[src/rtl/seg_pkg.sv]
// Shared glyph constants, FSM state type and decoded-digit type for the 7-segment reader.
// Hex glyph constants are only consulted when SEG_READER_HEX_EN is defined.
package seg_pkg;

  localparam logic [6:0] GLYPH_0     = 7'h40;
  localparam logic [6:0] GLYPH_1     = 7'h79;
  localparam logic [6:0] GLYPH_2     = 7'h24;
  localparam logic [6:0] GLYPH_3     = 7'h30;
  localparam logic [6:0] GLYPH_4     = 7'h19;
  localparam logic [6:0] GLYPH_5     = 7'h12;
  localparam logic [6:0] GLYPH_6     = 7'h02;
  localparam logic [6:0] GLYPH_7     = 7'h78;
  localparam logic [6:0] GLYPH_8     = 7'h00;
  localparam logic [6:0] GLYPH_9     = 7'h10;
  localparam logic [6:0] GLYPH_A     = 7'h08;
  localparam logic [6:0] GLYPH_B     = 7'h03;
  localparam logic [6:0] GLYPH_C     = 7'h46;
  localparam logic [6:0] GLYPH_D     = 7'h21;
  localparam logic [6:0] GLYPH_E     = 7'h06;
  localparam logic [6:0] GLYPH_F     = 7'h0E;
  localparam logic [6:0] GLYPH_BLANK = 7'h7F;

  localparam logic [1:0] DISP_NONE = 2'b11;

  typedef enum logic [1:0] {
    ST_IDLE,
    ST_SETTLE,
    ST_HELD
  } state_e;

  typedef struct packed {
    logic       blank;
    logic [3:0] value;
  } digit_t;

  localparam digit_t DIGIT_RESET = '{blank: 1'b1, value: 4'd0};

endpackage

[src/rtl/seg_glyph_decode.sv]
// Combinational active-low glyph to BCD decoder; blank decodes to value 0 with blank set.
// Defining SEG_READER_HEX_EN makes glyphs A-F legal (values 10-15).
module seg_glyph_decode
  import seg_pkg::*;
(
  input  logic [6:0] seg_i,
  output logic       legal_o,
  output digit_t     digit_o
);

  always_comb begin
    legal_o = 1'b1;
    digit_o = '{blank: 1'b0, value: 4'd0};
    case (seg_i)
      GLYPH_0:     digit_o.value = 4'd0;
      GLYPH_1:     digit_o.value = 4'd1;
      GLYPH_2:     digit_o.value = 4'd2;
      GLYPH_3:     digit_o.value = 4'd3;
      GLYPH_4:     digit_o.value = 4'd4;
      GLYPH_5:     digit_o.value = 4'd5;
      GLYPH_6:     digit_o.value = 4'd6;
      GLYPH_7:     digit_o.value = 4'd7;
      GLYPH_8:     digit_o.value = 4'd8;
      GLYPH_9:     digit_o.value = 4'd9;
      GLYPH_BLANK: digit_o.blank = 1'b1;
`ifdef SEG_READER_HEX_EN
      GLYPH_A:     digit_o.value = 4'd10;
      GLYPH_B:     digit_o.value = 4'd11;
      GLYPH_C:     digit_o.value = 4'd12;
      GLYPH_D:     digit_o.value = 4'd13;
      GLYPH_E:     digit_o.value = 4'd14;
      GLYPH_F:     digit_o.value = 4'd15;
`endif
      default:     legal_o = 1'b0;
    endcase
  end

endmodule

[src/rtl/seg_display_reader.sv]
// Reads back two digits from a multiplexed active-low 7-segment bus and publishes them as a pair.
// Hex glyph acceptance is enabled by defining SEG_READER_HEX_EN (see seg_glyph_decode).
//
// state     | meaning
// ----------+---------------------------------------------------------
// ST_IDLE   | no single digit enabled (11 or illegal overlap 00)
// ST_SETTLE | counting consecutive identical samples of one window
// ST_HELD   | window accepted once; waiting for the bus to change
module seg_display_reader
  import seg_pkg::*;
#(
  parameter int unsigned STABLE_CYCLES = 4
) (
  input  logic       clk_i,
  input  logic       reset_i,
  input  logic [1:0] display_i,
  input  logic [6:0] seg_i,
  output logic [3:0] digit0_o,
  output logic [3:0] digit1_o,
  output logic       blank0_o,
  output logic       blank1_o,
  output logic       valid_o,
  output logic       err_o
);

  localparam logic [7:0] CNT_ACCEPT = 8'(STABLE_CYCLES);

  logic [1:0] disp_q, prev_disp_q;
  logic [6:0] seg_q, prev_seg_q;
  state_e     state_q;
  logic [7:0] cnt_q;
  digit_t     shadow0_q, shadow1_q;
  logic       cap0_q, cap1_q;
  logic       valid_q, err_q;
  digit_t     out0_q, out1_q;

  logic       win;
  logic       same;
  logic       glyph_legal;
  digit_t     glyph;

  seg_glyph_decode u_decode (
    .seg_i   (seg_q),
    .legal_o (glyph_legal),
    .digit_o (glyph)
  );

  assign win  = (disp_q == 2'b10) || (disp_q == 2'b01);
  assign same = ({disp_q, seg_q} == {prev_disp_q, prev_seg_q});

  always_ff @(posedge clk_i) begin
    if (reset_i) begin
      disp_q      <= DISP_NONE;
      seg_q       <= GLYPH_BLANK;
      prev_disp_q <= DISP_NONE;
      prev_seg_q  <= GLYPH_BLANK;
      state_q     <= ST_IDLE;
      cnt_q       <= 8'd0;
      shadow0_q   <= DIGIT_RESET;
      shadow1_q   <= DIGIT_RESET;
      cap0_q      <= 1'b0;
      cap1_q      <= 1'b0;
      valid_q     <= 1'b0;
      err_q       <= 1'b0;
      out0_q      <= DIGIT_RESET;
      out1_q      <= DIGIT_RESET;
    end else begin
      disp_q      <= display_i;
      seg_q       <= seg_i;
      prev_disp_q <= disp_q;
      prev_seg_q  <= seg_q;
      valid_q     <= 1'b0;
      err_q       <= 1'b0;

      // Publish first; an acceptance on the same edge below re-sets its flag.
      if (cap0_q && cap1_q) begin
        out0_q  <= shadow0_q;
        out1_q  <= shadow1_q;
        valid_q <= 1'b1;
        cap0_q  <= 1'b0;
        cap1_q  <= 1'b0;
      end

      case (state_q)
        ST_IDLE: begin
          if (win) begin
            state_q <= ST_SETTLE;
            cnt_q   <= 8'd1;
          end
        end
        ST_SETTLE: begin
          if (!win) begin
            state_q <= ST_IDLE;
          end else if (!same) begin
            cnt_q <= 8'd1;
          end else if (cnt_q + 8'd1 >= CNT_ACCEPT) begin
            cnt_q   <= CNT_ACCEPT;
            state_q <= ST_HELD;
            if (!glyph_legal) begin
              err_q <= 1'b1;
            end else if (!disp_q[0]) begin
              shadow0_q <= glyph;
              cap0_q    <= 1'b1;
            end else begin
              shadow1_q <= glyph;
              cap1_q    <= 1'b1;
            end
          end else begin
            cnt_q <= cnt_q + 8'd1;
          end
        end
        ST_HELD: begin
          if (!win) begin
            state_q <= ST_IDLE;
          end else if (!same) begin
            state_q <= ST_SETTLE;
            cnt_q   <= 8'd1;
          end
        end
        default: state_q <= ST_IDLE;
      endcase
    end
  end

  assign digit0_o = out0_q.value;
  assign digit1_o = out1_q.value;
  assign blank0_o = out0_q.blank;
  assign blank1_o = out1_q.blank;
  assign valid_o  = valid_q;
  assign err_o    = err_q;

endmodule

[config.mk]
export PLATFORM = sky130hd
export DESIGN_NAME = seg_display_reader
export DESIGN_NICKNAME = d
export VERILOG_FILES = /design/src/rtl/seg_pkg.sv /design/src/rtl/seg_glyph_decode.sv /design/src/rtl/seg_display_reader.sv
export SDC_FILE = /design/constraint.sdc
export NUM_CORES = 1
export LEC_CHECK = 0
export ABC_CLOCK_PERIOD_IN_PS = 2690
export CORE_ASPECT_RATIO = 0.5
export CORE_MARGIN = 3
export CORE_UTILIZATION = 39
export CTS_CLUSTER_DIAMETER = 150
export DETAILED_ROUTE_END_ITERATION = 16
export PLACE_DENSITY = 0.66
export SYNTH_ARGS = -nofsm -noshare
export SYNTH_HDL_FRONTEND = slang
export SYNTH_SLANG_ARGS = --single-unit
export TNS_END_PERCENT = 1
[constraint.sdc]
create_clock -name clk_i -period 2.69 [get_ports clk_i]
set_input_delay 0.4035 -clock clk_i [delete_from_list [all_inputs] [get_ports clk_i]]
set_output_delay 0.4035 -clock clk_i [all_outputs]
set_load 0.005 [all_outputs]
==> results.sh, run 1 <==
export IMPL_r2r_slack_ns=0.50
export IMPL_leakagePower_nw=1.02
export IMPL_gp_congestion=0.806
export IMPL_synth_flop_cell="dfxtp_1"
export IMPL_vias=1641
export IMPL_clock_sinks=52
export IMPL_syn_inst=240
export IMPL_io_pins=23
export IMPL_dieArea_mm2=0.00680
export IMPL_dp_slack_ns=0.566
export IMPL_syn_area_per_cell_um2=9.42
export IMPL_start_util=0.431
export IMPL_dp_hpwl_um=2870
export IMPL_path_clk_slew_ns=0.07
export IMPL_clock_skew_final_ns=0.00584
export IMPL_hold_depth=2
export IMPL_worst_r2r_path_depth=5
export IMPL_grt_util_all_layers=0.123
export IMPL_whs_ns=0.454
export IMPL_p_seq_frac=0.525
export IMPL_regArea_mm2=0.00104
export IMPL_numCtsBuffers=5
export IMPL_portBuffers=22
export IMPL_root_buffer="clkbuf_16"
export IMPL_final_nets=271
export IMPL_overflow=0
export IMPL_setup_viol_count_final=0
export IMPL_arrival_ns=2.39
export IMPL_finalCritPeriodShare=0.813
export IMPL_cts_resized=0
export IMPL_clock_power_share=0.412
export IMPL_fill_cells=480
export IMPL_p_comb_frac=0.063
export IMPL_fp_coreArea_mm2=0.00525
export IMPL_critPathMaxFanout=10
export IMPL_drive_above_1_share=0.159
export IMPL_ant_nets=0
export IMPL_synth_top_area_share=0.461
export IMPL_clockBufferDepth=2
export IMPL_syn2layout_area_growth_pct=18.4
export IMPL_slew_viol_final=0
export IMPL_fin_crit_ns=2.19
export IMPL_postPlaceCellArea_mm2=0.00252
export IMPL_grt_pass1_wl_um=6700
export IMPL_core_rowCount=18
export IMPL_synthTopCellsByArea="dfxtp_1 (46%), or2_2 (5.3%), mux2i_1 (4.9%)"
export IMPL_synth_cell_types=46
export IMPL_worstSetupPathType="reg2reg"
export IMPL_setup_tns_ns=0
export IMPL_p_sw_frac=0.227
export IMPL_start_kind="flip-flop"
export IMPL_n_antenna_cell=0
export IMPL_timing_final_ws_setup_ns=0.504
export IMPL_drc=0
export IMPL_synth_area_mm2=0.00226
export IMPL_r2r_end="cap1_q"
export IMPL_antenna_found_initial=0
export IMPL_drt_pass1_iter_count=4
export IMPL_tightest_slew_ns=0.497
export IMPL_finalHoldViolCount=0
export IMPL_wirelength_um=3940
export IMPL_worst_hold_path_type="reg2reg"
export IMPL_powerDensity_mw_per_mm2=574
export IMPL_hold_buffers=0
export IMPL_required_ns=2.89
export IMPL_drtIter0Drc=30
export IMPL_synth_top_area_cell="dfxtp_1"
export IMPL_seq_area_frac_synth=0.461
export IMPL_synth_seq_cells=52
export IMPL_async_flop_share=0
export IMPL_max_freq_mhz=457
export IMPL_slew_headroom=0.668
export IMPL_hold_end="digit0_o[0]"
export IMPL_cts_setup_buffers=0
export IMPL_clkLatencyLatePin_ns=0.29
export IMPL_grt_max_degree=32
export IMPL_h_tree_depth=2
export IMPL_multi_input_area_mm2=0.00113
export IMPL_cts_tree="built"
export IMPL_synth_edf_count=0
export IMPL_cp_end_kind="flip-flop"
export IMPL_ir_drop_mv=0.311
export IMPL_r2r_start="seg_q[4]"
export IMPL_synthesis_nets=254
export IMPL_p_sw_mw=0.349
export IMPL_fin_area_mm2=0.00268
export IMPL_grt_pass1_vias=1479
export IMPL_die_h_um=59.8
export IMPL_cap_viol_max_count=0
export IMPL_viasPerCell=5.00
export IMPL_status="completed"
export IMPL_rsz0062_at_grt="no"
export IMPL_yosysMostFrequentCell="dfxtp_1"
export IMPL_ys_warn_count=0
export IMPL_ys_top_cells_by_count="dfxtp_1 (52), nand2_1 (28), or2_2 (19)"
export IMPL_intPower_mw=1.19
export IMPL_hp_start="shadow0_q[0]"
export IMPL_fin_util=0.510
export IMPL_die_w_um=114
export IMPL_wire_per_inst_um=12.0
power groups by stage:
stage                     clock (mW)  sequential, mW  combinational [mW]
final                          0.633           0.806              0.0961
after global routing           0.691           0.810               0.106
after CTS                      0.655           0.806              0.0967
after detailed placement           0           0.824              0.0964
after global placement             0           0.824              0.0953
after floorplan                    0           0.811              0.0797
worst max-delay path by stage:
stage / start / to / slack [ns] / cells past startpoint
finish: seg_q[4] / cap1_q / 0.50 / 5
CTS: seg_q[4] / cap1_q / 0.54 / 5
global placement: cnt_q[3] / shadow1_q[1] / 0.63 / 5
global route: seg_q[4] / cap1_q / 0.32 / 5
detailed placement: seg_q[4] / cap1_q / 0.57 / 5
floorplan: cnt_q[3] / shadow0_q[0] / 0.79 / 6
state kept, by name, indices dropped and copies added, names as in the netlist:
name         flops
prev_seg_q       7
digit1_o         4
prev_disp_q      2
blank1_o         1
digit0_o         4
state_q          2
valid_o          1
blank0_o         1
err_o            1
cnt_q            8
disp_q           2
cap0_q           1
seg_q            7
shadow1_q        5
shadow0_q        5
cap1_q           1
cells in the final DEF (no fill, tap or decap), drive strengths merged, types with 3 or more instances in the layout:
cell type,instances
nand2b,11
clkbuf,5
inv,6
nand2,28
and2,7
nand3b,3
clkdlybuf4s50,22
buf,3
xor2,10
nor2,13
nand3,4
a21oi,11
mux2i,11
nand4,7
nor3,3
ha,3
and3,5
dfxtp,52
or2,19
per-stage QoR:
stage	power [mW]	std cells
detailed placement	0.921	320
floorplan	0.890	240
global route	1.61	328
global placement	0.919	320
CTS	1.56	328
finish	1.54	328
layer usage:
layer	global-route usage	vias up	part of all wire
met3	0.0374	2	0.049
met4	0.0308	0	0.0025
met2	0.194	29	0.42
met1	0.166	757	0.53
li1	-	853	-
met5	0	-	0
final cells by class:
type | count | area share
clock buffer | 5 | 0.0468
inverter | 5 | 0.00702
timing repair buffer | 25 | 0.0907
sequential | 52 | 0.389
clock inverter | 3 | 0.00982
multi-input combinational | 168 | 0.424
tap | 70 | 0.0327
worst max-delay path: stages, from the launching register on:
cell and delay (ns):
dfxtp_1 0.54, xor2_1 0.13, nor4_1 0.44, and3_1 0.53, nand4_1 0.20, o31ai_1 0.26
cell families after synthesis:
| kind of cell | count (synthesis) | share of synthesized area |
|---|---|---|
| adders and majority gates | 3 | 0.0166 |
| muxes | 11 | 0.0487 |
| and+or+nand+nor | 112 | 0.296 |
| xor gates and xnor gates | 10 | 0.0388 |
| AOI/OAI and AO/OA | 32 | 0.102 |
| buffers and inverters | 20 | 0.0377 |
| DFF | 52 | 0.461 |
(Power assumes the default switching activity.)
==> inputs of run 2 (changes only) <==
- ABC_CLOCK_PERIOD_IN_PS: 2690 -> 1900
- PLACE_DENSITY: 0.66 -> 0.69
- clock period: 2.69 -> 1.9 ns (I/O delays scaled with it)
==> results.sh, run 2 (synthesis results as in run 1) <==
export IMPL_core_rowCount=18
export IMPL_h_tree_depth=2
export IMPL_grt_max_degree=22
export IMPL_ir_drop_mv=0.412
export IMPL_largestRegisters="cnt_q (8), prev_seg_q (7), seg_q (7)"
export IMPL_slew_viol_final=0
export IMPL_slowest_stage="or4_4"
export IMPL_grt_pass1_vias=1580
export IMPL_fin_util=0.535
export IMPL_overflow=0
export IMPL_cap_viol_max_count=0
export IMPL_fp_coreArea_mm2=0.00525
export IMPL_root_buffer="clkbuf_16"
export IMPL_dieArea_mm2=0.00680
export IMPL_finalCritPeriodShare=0.995
export IMPL_grt_use_met2=0.213
export IMPL_wirelength_um=4310
export IMPL_cp_top_family="simple AND/OR/NAND/NOR gates"
export IMPL_hp_start="digit1_o[0]"
export IMPL_setup_tns_ns=0
export IMPL_arrival_ns=2.11
export IMPL_drtIter0Drc=91
export IMPL_critPathBufInv=0
export IMPL_status="completed"
export IMPL_drt_pass1_iter_count=4
export IMPL_hold_end="digit1_o[0]"
export IMPL_vias=1713
export IMPL_die_w_um=114
export IMPL_largest_register="cnt_q"
export IMPL_setup_viol_count_final=0
export IMPL_grt_busiest_layer="met2"
export IMPL_cp_end_kind="flip-flop"
export IMPL_worst_r2r_path_depth=5
export IMPL_tightest_slew_ns=0.429
export IMPL_rsz0062_at_grt="yes"
export IMPL_worst_hold_path_type="reg2reg"
export IMPL_fin_crit_ns=1.89
export IMPL_r2r_slack_ns=0.01
export IMPL_hold_depth=2
export IMPL_hold_buffers=0
export IMPL_viasPerCell=5.02
export IMPL_start_kind="flip-flop"
export IMPL_io_pins=23
export IMPL_wire_per_inst_um=12.6
export IMPL_powerDensity_mw_per_mm2=788
export IMPL_fill_cells=482
export IMPL_use_met1=0.187
export IMPL_portBuffers=22
export IMPL_antenna_found_initial=0
export IMPL_grt_util_met3=0.0334
export IMPL_required_ns=2.12
export IMPL_clkLatencyLatePin_ns=0.29
export IMPL_clock_skew_final_ns=0.00534
export IMPL_path_clk_slew_ns=0.07
export IMPL_slew_headroom=0.713
export IMPL_final_cell_mix="dfxtp_1 (47), nand2_1 (28), clkdlybuf4s50_1 (22)"
export IMPL_syn2layout_area_growth_pct=24.1
export IMPL_grt_pass1_wl_um=7450
export IMPL_gp_congestion=0.839
export IMPL_drc=0
export IMPL_crit_top_cell="or4_4"
export IMPL_final_nets=284
export IMPL_largest_register_ffs=8
export IMPL_p_total_mw=2.21
export IMPL_cts_tree="built"
export IMPL_worstSetupPathType="reg2reg"
export IMPL_r2r_end="shadow1_q[3]"
export IMPL_clockBufferDepth=2
export IMPL_ant_nets=0
export IMPL_clock_sinks=52
export IMPL_finalHoldViolCount=0
export IMPL_numCtsBuffers=5
export IMPL_die_h_um=59.8
export IMPL_grt_util_all_layers=0.137
export IMPL_n_antenna_cell=0
export IMPL_r2r_start="cnt_q[3]"
export IMPL_drive_above_1_share=0.229
export IMPL_leakagePower_nw=1.09
export IMPL_max_freq_mhz=529
export IMPL_final_common_cell="dfxtp_1"
export IMPL_dp_hpwl_um=3090
export IMPL_start_util=0.431
export IMPL_cpPeakStageDelay_ns=0.53
export IMPL_critPathMaxFanout=6
export IMPL_crit_chain="or4_4 -> or4_4 -> and3_4 -> nand4_4 -> mux2i_1"
## run 2: cell count changes in the layout (fill, tap and decap cells not counted), sizes merged
cell,previous run,this run
inv,6,7
clkinv,2,1
buf,3,16
## run 2: repair_timing
item                       CTS  global route
resized for setup            5             3
setup endpoints to repair   13            19
setup buffers                2             0
pin swaps                    7             2
## run 2: cell type report
| class | instances | area, um^2 | share of cell area |
|---|---|---|---|
| inverters | 5 | 18.8 | 0.00669 |
| multi-input cells | 168 | 1150 | 0.409 |
| well taps | 70 | 87.6 | 0.0312 |
| flip-flops and latches | 52 | 1050 | 0.373 |
| clock buffers | 5 | 125 | 0.0446 |
| repair buffers | 38 | 353 | 0.126 |
| clock inverters | 3 | 26.3 | 0.00937 |
## run 2: stage by stage
step / setup WS [ns] / instance area [um^2] / hold slack (ns) / std cells
4_1_cts: -0.0541 / 2800 / 0.461 / 341
5_1_grt: -0.0492 / 2810 / 0.472 / 341
3_5_place_dp: -0.151 / 2620 / 0.449 / 331
2_1_floorplan: 0.00287 / 2260 / 0.389 / 240
3_3_place_gp: -0.116 / 2620 / 0.444 / 331
6_report: 0.00968 / 2810 / 0.456 / 341
## run 2: metal layers
layer,up-vias,part of all wire
met5,-,0
met4,0,0.014
met1,771,0.50
met2,50,0.42
met3,6,0.060
li1,886,-
## run 2: how the worst max path moves through the flow
stage | startpoint | to | cells after the start
floorplan | cnt_q[3] | shadow0_q[0] | 6
global placement | cnt_q[3] | shadow0_q[1] | 5
detailed placement | cnt_q[4] | shadow1_q[3] | 5
CTS | cnt_q[7] | shadow1_q[3] | 5
global route | cnt_q[3] | shadow1_q[4] | 5
finish | cnt_q[3] | shadow1_q[3] | 5
## run 2: power by group
| group | internal (mW) | total (mW) | leakage [nW] | switching, mW |
|---|---|---|---|---|
| combinational | 0.0854 | 0.163 | 0.592 | 0.0775 |
| sequential | 1.11 | 1.13 | 0.425 | 0.0235 |
| clock | 0.500 | 0.913 | 0.0748 | 0.413 |
## run 2: worst min-delay path, cell delays in order, from the launching register on
cell     delay (ns)
dfxtp_1        0.31
nand2_1        0.05
a21oi_1        0.05
